[config.mk]
export PLATFORM = sky130hd
export DESIGN_NAME = charge_dispense_ctrl_flat
export DESIGN_NICKNAME = d
export VERILOG_FILES = /design/src/rtl/charge_dispense_ctrl_if.sv /design/src/rtl/charge_dispense_ctrl.sv /design/src/flat_wrapper.sv
export SDC_FILE = /design/constraint.sdc
export NUM_CORES = 1
export LEC_CHECK = 0
export ABC_AREA = 1
export CORE_MARGIN = 1.5
export CORE_UTILIZATION = 30
export DETAILED_ROUTE_END_ITERATION = 6
export GPL_TIMING_DRIVEN = 0
export PLACE_DENSITY = 0.48
export SYNTH_ARGS = -nofsm -noshare
export SYNTH_HDL_FRONTEND = slang
export SYNTH_SLANG_ARGS = --single-unit
[constraint.sdc]
create_clock -name clk -period 2.6 [get_ports clk]
set_clock_uncertainty 0.1 [all_clocks]
set_input_delay 0.78 -clock clk [delete_from_list [all_inputs] [get_ports clk]]
set_output_delay 0.78 -clock clk [all_outputs]
set_load 0.02 [all_outputs]
[src/rtl/charge_dispense_ctrl_if.sv]
// Purpose : signal bundle between the vending FSM, the change dispenser and the hopper driver.
// Ports   : master = FSM/hopper side (drives charge_st, charge_amt, hopper_ack);
//           slave  = dispenser (drives busy, eject_req, eject_den, remain, done, err[, coin_cnt]).
// Option  : coin_cnt exists only when CHARGE_COIN_CNT_EN is defined.
interface charge_dispense_ctrl_if #(
    parameter int AMT_W = 11
);
    logic             charge_st;
    logic [AMT_W-1:0] charge_amt;
    logic             hopper_ack;
    logic             busy;
    logic             eject_req;
    logic [1:0]       eject_den;
    logic [AMT_W-1:0] remain;
    logic             done;
    logic             err;
`ifdef CHARGE_COIN_CNT_EN
    logic [7:0]       coin_cnt;
`endif

    modport master (
        output charge_st, charge_amt, hopper_ack,
        input  busy, eject_req, eject_den, remain, done, err
`ifdef CHARGE_COIN_CNT_EN
        , input coin_cnt
`endif
    );

    modport slave (
        input  charge_st, charge_amt, hopper_ack,
        output busy, eject_req, eject_den, remain, done, err
`ifdef CHARGE_COIN_CNT_EN
        , output coin_cnt
`endif
    );
endinterface

[src/rtl/charge_dispense_ctrl.sv]
// Purpose : pays out change one coin at a time, largest denomination first, via a req/ack hopper handshake.
// Latency : start -> busy next cycle, first eject_req one cycle later; GAP_CYCLES+1 idle cycles between coins.
// Backpr. : each coin waits for hopper_ack up to ACK_TIMEOUT cycles, then aborts with an err pulse.
// Ports   : clk, rst_n (synchronous, active-low) plus the slave side of charge_dispense_ctrl_if:
//           in charge_st/charge_amt/hopper_ack; out busy/eject_req/eject_den/remain/done/err.
// Option  : CHARGE_COIN_CNT_EN adds coin_cnt (coins ejected in the current/last transaction).
module charge_dispense_ctrl #(
    parameter int AMT_W       = 11,
    parameter int AMT_MAX     = 2000,
    parameter int ACK_TIMEOUT = 1000,
    parameter int GAP_CYCLES  = 4
) (
    input  logic                   clk,
    input  logic                   rst_n,
    charge_dispense_ctrl_if.slave  bus
);
    localparam int TMO_W = (ACK_TIMEOUT > 1) ? $clog2(ACK_TIMEOUT) : 1;
    localparam int GAP_W = (GAP_CYCLES > 1) ? $clog2(GAP_CYCLES) : 1;
    localparam logic [AMT_W-1:0] AMT_CAP = AMT_W'(AMT_MAX);

    typedef enum logic [2:0] {IDLE, SELECT, REQ, GAP, DONE, ERR} state_t;

    state_t           state, state_nxt;
    logic [AMT_W-1:0] remain, remain_nxt;
    logic [1:0]       den, den_nxt;
    logic             req, req_nxt;
    logic             busy, busy_nxt;
    logic [TMO_W-1:0] tmo_cnt, tmo_cnt_nxt;
    logic [GAP_W-1:0] gap_cnt, gap_cnt_nxt;

    // Coin values in 0.5-yuan units: 10r, 5r, 1r, 0.5r.
    function automatic logic [AMT_W-1:0] den_val(input logic [1:0] d);
        case (d)
            2'd0:    den_val = AMT_W'(20);
            2'd1:    den_val = AMT_W'(10);
            2'd2:    den_val = AMT_W'(2);
            default: den_val = AMT_W'(1);
        endcase
    endfunction

    function automatic logic [1:0] pick_den(input logic [AMT_W-1:0] amt);
        if (amt >= AMT_W'(20))      pick_den = 2'd0;
        else if (amt >= AMT_W'(10)) pick_den = 2'd1;
        else if (amt >= AMT_W'(2))  pick_den = 2'd2;
        else                        pick_den = 2'd3;
    endfunction

    always_ff @(posedge clk) begin
        if (!rst_n) begin
            state   <= IDLE;
            remain  <= '0;
            den     <= '0;
            req     <= 1'b0;
            busy    <= 1'b0;
            tmo_cnt <= '0;
            gap_cnt <= '0;
        end else begin
            state   <= state_nxt;
            remain  <= remain_nxt;
            den     <= den_nxt;
            req     <= req_nxt;
            busy    <= busy_nxt;
            tmo_cnt <= tmo_cnt_nxt;
            gap_cnt <= gap_cnt_nxt;
        end
    end

    always_comb begin
        state_nxt   = state;
        remain_nxt  = remain;
        den_nxt     = den;
        req_nxt     = req;
        busy_nxt    = busy;
        tmo_cnt_nxt = tmo_cnt;
        gap_cnt_nxt = gap_cnt;
        unique case (state)
            IDLE: begin
                if (bus.charge_st) begin
                    remain_nxt = (bus.charge_amt > AMT_CAP) ? AMT_CAP : bus.charge_amt;
                    busy_nxt   = 1'b1;
                    state_nxt  = SELECT;
                end
            end
            SELECT: begin
                if (remain == '0) begin
                    state_nxt = DONE;
                end else begin
                    den_nxt     = pick_den(remain);
                    req_nxt     = 1'b1;
                    tmo_cnt_nxt = '0;
                    state_nxt   = REQ;
                end
            end
            REQ: begin
                // An ack on the final timeout cycle still counts as a paid coin.
                if (bus.hopper_ack) begin
                    remain_nxt  = remain - den_val(den);
                    req_nxt     = 1'b0;
                    gap_cnt_nxt = '0;
                    state_nxt   = (GAP_CYCLES == 0) ? SELECT : GAP;
                end else if (tmo_cnt == TMO_W'(ACK_TIMEOUT - 1)) begin
                    req_nxt   = 1'b0;
                    state_nxt = ERR;
                end else begin
                    tmo_cnt_nxt = tmo_cnt + TMO_W'(1);
                end
            end
            GAP: begin
                if (gap_cnt == GAP_W'(GAP_CYCLES - 1)) state_nxt = SELECT;
                else                                   gap_cnt_nxt = gap_cnt + GAP_W'(1);
            end
            DONE, ERR: begin
                busy_nxt  = 1'b0;
                state_nxt = IDLE;
            end
            default: state_nxt = IDLE;
        endcase
    end

    assign bus.busy      = busy;
    assign bus.eject_req = req;
    assign bus.eject_den = den;
    assign bus.remain    = remain;
    assign bus.done      = (state == DONE);
    assign bus.err       = (state == ERR);

`ifdef CHARGE_COIN_CNT_EN
    logic [7:0] coin_cnt;
    always_ff @(posedge clk) begin
        if (!rst_n)                                              coin_cnt <= '0;
        else if (state == IDLE && bus.charge_st)                 coin_cnt <= '0;
        else if (state == REQ && bus.hopper_ack && coin_cnt != 8'hFF) coin_cnt <= coin_cnt + 8'd1;
    end
    assign bus.coin_cnt = coin_cnt;
`endif
endmodule

[src/flat_wrapper.sv]
// flat-port wrapper written by rule: the top's interface ports become plain ports
module charge_dispense_ctrl_flat 
#(
    parameter int AMT_W       = 11,
    parameter int AMT_MAX     = 2000,
    parameter int ACK_TIMEOUT = 1000,
    parameter int GAP_CYCLES  = 4
)
  (clk, rst_n, bus_charge_st, bus_charge_amt, bus_hopper_ack, bus_busy, bus_eject_req, bus_eject_den, bus_remain, bus_done, bus_err);
  charge_dispense_ctrl_if #(.AMT_W(AMT_W)) bus_i ();
  input  logic clk;
  input  logic rst_n;
  input wire logic [$bits(bus_i.charge_st)-1:0] bus_charge_st;
  input wire logic [$bits(bus_i.charge_amt)-1:0] bus_charge_amt;
  input wire logic [$bits(bus_i.hopper_ack)-1:0] bus_hopper_ack;
  output wire logic [$bits(bus_i.busy)-1:0] bus_busy;
  output wire logic [$bits(bus_i.eject_req)-1:0] bus_eject_req;
  output wire logic [$bits(bus_i.eject_den)-1:0] bus_eject_den;
  output wire logic [$bits(bus_i.remain)-1:0] bus_remain;
  output wire logic [$bits(bus_i.done)-1:0] bus_done;
  output wire logic [$bits(bus_i.err)-1:0] bus_err;
  assign bus_i.charge_st = bus_charge_st;
  assign bus_i.charge_amt = bus_charge_amt;
  assign bus_i.hopper_ack = bus_hopper_ack;
  assign bus_busy = bus_i.busy;
  assign bus_eject_req = bus_i.eject_req;
  assign bus_eject_den = bus_i.eject_den;
  assign bus_remain = bus_i.remain;
  assign bus_done = bus_i.done;
  assign bus_err = bus_i.err;
  charge_dispense_ctrl #(.AMT_W(AMT_W), .AMT_MAX(AMT_MAX), .ACK_TIMEOUT(ACK_TIMEOUT), .GAP_CYCLES(GAP_CYCLES)) u_core (.clk(clk), .rst_n(rst_n), .bus(bus_i));
endmodule
==> After elaboration in Yosys (flattened, before gate mapping) <==
Index checks and enable logic that the tools add are counted.
{ "classes": {"eq_ne": 17, "mux": 29, "order_cmp": 4, "addsub": 3, "n_reduce_logical": 15, "bitwise": 1} }
{ "ops": {"columns": ["op", "count"], "rows": [
  ["11-bit two-way mux", 5],
  ["10-bit two-way mux", 3],
  ["11-bit one-hot mux with 2 select lines", 1],
  ["10-bit one-hot mux with 2 select lines", 1],
  ["3-bit two-way mux", 5],
  ["5-bit one-hot mux with 3 select lines", 1],
  ["2-bit != test, second input constant", 6],
  ["3-bit one-hot mux with 4 select lines", 1],
  ["3-bit AND reduction", 4],
  ["11-bit by 2-bit >= comparator with 1-bit output, second input constant", 1],
  ["11-bit by 4-bit >= comparator with 1-bit output, second input constant", 1],
  ["11-bit by 5-bit >= comparator with 1-bit output, second input constant", 1],
  ["11-bit > comparator, second input constant", 1],
  ["11-bit zero test", 1],
  ["11-bit subtractor", 1],
  ["10-bit by 1-bit adder with 10-bit output, second input constant", 1],
  ["10-bit equality test, second input constant", 1],
  ["2-bit two-way mux", 4],
  ["2-bit nonzero test", 4],
  ["3-bit by 2-bit equality test with 1-bit output, second input constant", 2],
  ["3-bit equality test, second input constant", 2],
  ["1-bit two-way mux", 5],
  ["2-bit equality test, second input constant", 2],
  ["1-bit one-hot mux with 2 select lines", 2],
  ["12 further kinds", 13]
]} }
{ "word_totals": {"inputBits": 15, "out_inout_bits": 17, "word_cells": 76, "reg_bits": 30} }

==> Depth between registers and ports, before layout <==
{ "logic_depth": {"ltp_word": 7, "depth_mapped": 12, "mapped_depth_nobuf": 12} }

==> Least setup slack after synthesis <==
OpenSTA, ideal clock, no wires.
{ "synth_path": {"kind": "register -> register", "start": "reg u_core.den[0], in the netlist u_core.bus.eject_den[0]", "end": "reg u_core.remain[10], in the netlist u_core.bus.remain[10]", "stages_incl_launch_ff": 13, "period_less_slack_ns": 2.043, "setup_slack_ns": 0.557, "n_path_buf": 0, "required_time_ns": 2.379, "arrival_ns": 1.822, "setup_time_ns": 0.121, "path_cell_list": "dfxtp_1 inv_1 ha_1 inv_1 fa_1 nand2_1 nand2_1 nand3_1 nand3_1 nand2_1 nand3_1 nand2_1 a21oi_1"} }
{ "synth_between": {"elab_chain_len": 7} }
{ "synth_rtl": {"columns": ["element", "line_no", "text"], "rows": [
  ["start: declaration", "charge_dispense_ctrl.sv:25", "logic [1:0] den, den_nxt;"],
  ["start signal: assignment", "charge_dispense_ctrl.sv:60", "den <= den_nxt;"],
  ["2-bit equality test, or another cell as far along", "charge_dispense_ctrl.sv:33", "case (d)"],
  ["5-bit one-hot mux with 3 select lines (*)", "charge_dispense_ctrl.sv:33", null],
  ["11-bit two-way mux (*)", "charge_dispense_ctrl.sv:96", "if (bus.hopper_ack) begin"],
  ["11-bit two-way mux (*)", "charge_dispense_ctrl.sv:76", "unique case (state)"],
  ["11-bit subtractor (*)", "charge_dispense_ctrl.sv:97", "remain_nxt = remain - den_val(den);"],
  ["11-bit two-way mux (*)", "charge_dispense_ctrl.sv:96", null],
  ["11-bit one-hot mux with 2 select lines (*)", "charge_dispense_ctrl.sv:76", null],
  ["end signal: assignment", "charge_dispense_ctrl.sv:59", "remain <= remain_nxt;"],
  ["end: declaration", "charge_dispense_ctrl.sv:24", "logic [AMT_W-1:0] remain, remain_nxt;"]
]} }
Every way passes the cells marked *; elsewhere a longest branch is shown, timed or not. The select of a mux whose other input is x is not followed.
A chain may end at the register's enable or synchronous reset.

==> Final worst setup path <==
{ "layout_path": {"start": "reg u_core.state[1]", "end": "out bus_done"} }
{ "layout_between": {"elab_chain_len": 1} }
{ "layout_rtl": {"columns": ["element", "line_no", "text"], "rows": [
  ["start: declaration", "charge_dispense_ctrl.sv:23", "state_t state, state_nxt;"],
  ["start signal: assignment", "charge_dispense_ctrl.sv:58", "state <= state_nxt;"],
  ["3-bit equality test", "charge_dispense_ctrl.sv:124", "assign bus.done = (state == DONE);"],
  ["end: declaration", "flat_wrapper.sv:20", "output wire logic [$bits(bus_i.done)-1:0] bus_done;"]
]} }
No other way between the ends.

==> results_dict.tcl <==
set metrics [dict create \
    synth_area_leaders "dfxtp_1 28%, nand2_1 14%, nor2_1 7.6%" \
    r2r-start "u_core.bus.eject_den[0]" \
    initial_core_util_pct 31.09 \
    endpoint_kind "output pin" \
    root_buffer "clkbuf_8" \
    vias_per_cell 4.667 \
    p_seq_share_pct 25.7 \
    nNetsFinal 392 \
    ant_nets 0 \
    leakage_uw 0.001136 \
    multi_input_area_um2 1296 \
    ys_seq_area_share_pct 28.44 \
    seq_area_um2 600.6 \
    grt_max_degree 11 \
    fmax_mhz 414.3 \
    wirelength_um 5803 \
    cp-start-kind "flop" \
    die_area_um2 7552 \
    p_clk_share_pct 14.0 \
    rsz0062_at_grt "false" \
    layout.cells.most_common "nand2_1" \
    final_cell_mix "80 x nand2_1, 43 x nor2_1, 39 x inv_1, 31 x clkdlybuf4s50_1" \
    worst_path_largest_cell_delay_ns 0.60 \
    synth_top_area_share_pct 28.44 \
    critPathKind "flop to output pin" \
    drv_cap 0 \
    synth_area_um2 2112 \
    use_met3_pct 3.223 \
    use_met2_pct 26.15 \
    insertion_delay_ns 0.29 \
    fin_crit_ns 2.414 \
    cell_internal_pwr_uw 1497 \
    finalWeightedCongestion 0.8454 \
    drtIter0Drc 112 \
    antenna_found_initial 0 \
    p_comb_share_pct 60.3 \
    hpwlAfterDp_um 4424 \
    p_switching_uw 1464 \
    slew_headroom_pct 63.01 \
    dp_slack_ns 0.1156 \
    numCtsBuffers 5 \
    cts_resized 0 \
    n_fill_cell 758 \
    crit_chain "inv_1, nand2_1, nor2_1, clkdlybuf4s50_1" \
    p_per_area_nw_per_um2 1123 \
    area_delta_synth_final_pct 24.88 \
    numClockSinks 30 \
    crit_slowest_cell "clkdlybuf4s50_1" \
    setup_viol 0 \
    cp-startpoint "u_core.state[1]" \
    hold_buffers 0 \
    fin_ws_ns 0.1861 \
    drive_gt1_share_pct 8.992 \
    synth.distinct_cells 34 \
    use_met1_pct 23.27 \
    instances_no_fill 463 \
    worst_pin_slew_ns 0.5548 \
    crit_path_max_fanout 5 \
    reg2reg_depth 11 \
    final-hold-violation-count 0 \
    crit_arrival_ns 1.53 \
    wl_per_cell_um 12.53 \
    r2r_end "u_core.bus.remain[7]" \
    syn_inst 328 \
    syn_nets 354 \
    grt.overflow.total 0 \
    clockBufferDepth 2 \
    finalPower_uw 2961 \
    synth-seq-cells 30 \
    sw_frac_of_total_pct 49.43 \
    clk_pin_slew_ns 0.07 \
    yosysWarnings 0 \
    worstHoldStart "u_core.bus.busy" \
    portBuffers 31 \
    cts_tree "done" \
    die_x_um 86.91 \
    rrSetupSlack_ns 0.38 \
    post-cts-setup-buffer-count 0 \
    h-tree-depth 2 \
    route.detailed.drc 0 \
    busiest_layer "met2" \
    fin_crit_sh_pct 92.84 \
    whs_path_depth 2 \
    n_antenna_cell 0 \
    vias 2161 \
    io-pin-count 32 \
    first_global_vias 1978 \
    first_pass_iters 4 \
    num_rows 30 \
    post-place-cells 455 \
    slew_viol_final 0 \
    crit_family "buffers and inverters" \
    outcome "finished clean" \
    whs_ns 0.3815 \
    peakVddDrop_mv 0.4728 \
    die_h_um 86.91 \
    holdCritPathClass "flop to flop" \
    core_area_um2 6794 \
    grt_use_total_pct 16.65 \
    grt_pass1_wl_um 9798 \
    crit_required_ns 1.72 \
    yosysTopAreaCell "dfxtp_1" \
    critPathBufInv 2 \
    avgSynthCellArea_um2 6.439 \
    tns_ns 0 \
    holdPathEnd "u_core.bus.busy" \
]
-- metal layers --
metal	part of all wire [%]	vias up
met1	51	970
met5	0	-
met4	1.1	0
met2	43	46
met3	5.0	6
li1	-	1139
-- how the worst max path moves through the flow --
stage / depth (start not counted) / end
global placement: 4 / u_core.state[2]
CTS: 3 / bus_done
global route: 3 / bus_err
finish: 4 / bus_done
floorplan: 12 / u_core.bus.remain[10]
detailed placement: 4 / u_core.state[0]
-- state kept, by name, indices dropped and copies added (netlist names) --
signal,count
u_core.bus.busy,1
u_core.bus.eject_den,2
u_core.bus.eject_req,1
u_core.bus.remain,11
u_core.gap_cnt,2
u_core.state,3
u_core.tmo_cnt,10
-- logic make-up after synthesis --
family / Yosys count / share of synthesized area [%]
simple gates: 183 / 39.87
buf+inv: 51 / 10.19
compound gates: 48 / 12.56
flops: 30 / 28.44
fa+ha+maj: 11 / 6.872
xor+xnor: 5 / 2.074
-- cell usage after synthesis --
cell type,count
nor2_1,43
dfxtp_1,30
nand2_2,1
a31oi_1,4
ha_1,10
nor3_2,2
or2_1,1
buf_6,2
nor2_4,2
o21ai_0,14
buf_2,1
o21ai_1,1
buf_4,2
inv_1,39
nand2_1,80
or2_0,1
o211ai_1,1
or2_2,3
o211a_1,1
nand3_2,3
nand4_1,10
nor3_4,1
clkbuf_1,2
xnor2_1,2
nor3_1,3
inv_2,5
a21oi_1,23
nand2_4,1
a21oi_2,2
nand3b_1,2
xor2_1,3
fa_1,1
nand3_1,30
o21bai_1,2
-- stage by stage --
stage | utilization [%] | cell area [um^2]
detailed placement | 37.42 | 2542
global placement | 37.42 | 2542
CTS | 38.82 | 2638
global route | 38.82 | 2638
finish | 38.82 | 2638
floorplan | - | 2112
-- power groups by stage --
stage          clock [uW]  sequential [uW]  combinational (uW)
2_1_floorplan           0              839                1170
3_3_place_gp            0              772                1770
3_5_place_dp            0              771                1790
4_1_cts               435              761                1800
5_1_grt               451              783                2020
6_report              414              760                1790
-- final cells by class --
cell class                 instances  area share (%)
buffer                             7           1.898
clock buffer                       6           3.131
clock inverter                     2          0.4744
inverter                          44           6.262
multi-input combinational        247           49.15
sequential                        30           22.77
tap                               96           4.554
timing repair buffer              31           11.76
-- worst reg2reg max path: stages, from the launching register on --
cell and delay [ns]:
dfxtp_1 0.42, inv_1 0.07, ha_1 0.19, inv_1 0.09
ha_1 0.27, nand2_1 0.13, nand2_1 0.07, a21oi_1 0.39
nand4_1 0.16, nand2_1 0.11, nand2_1 0.05, a21oi_1 0.11
Power figures use the tool's default switching activity.
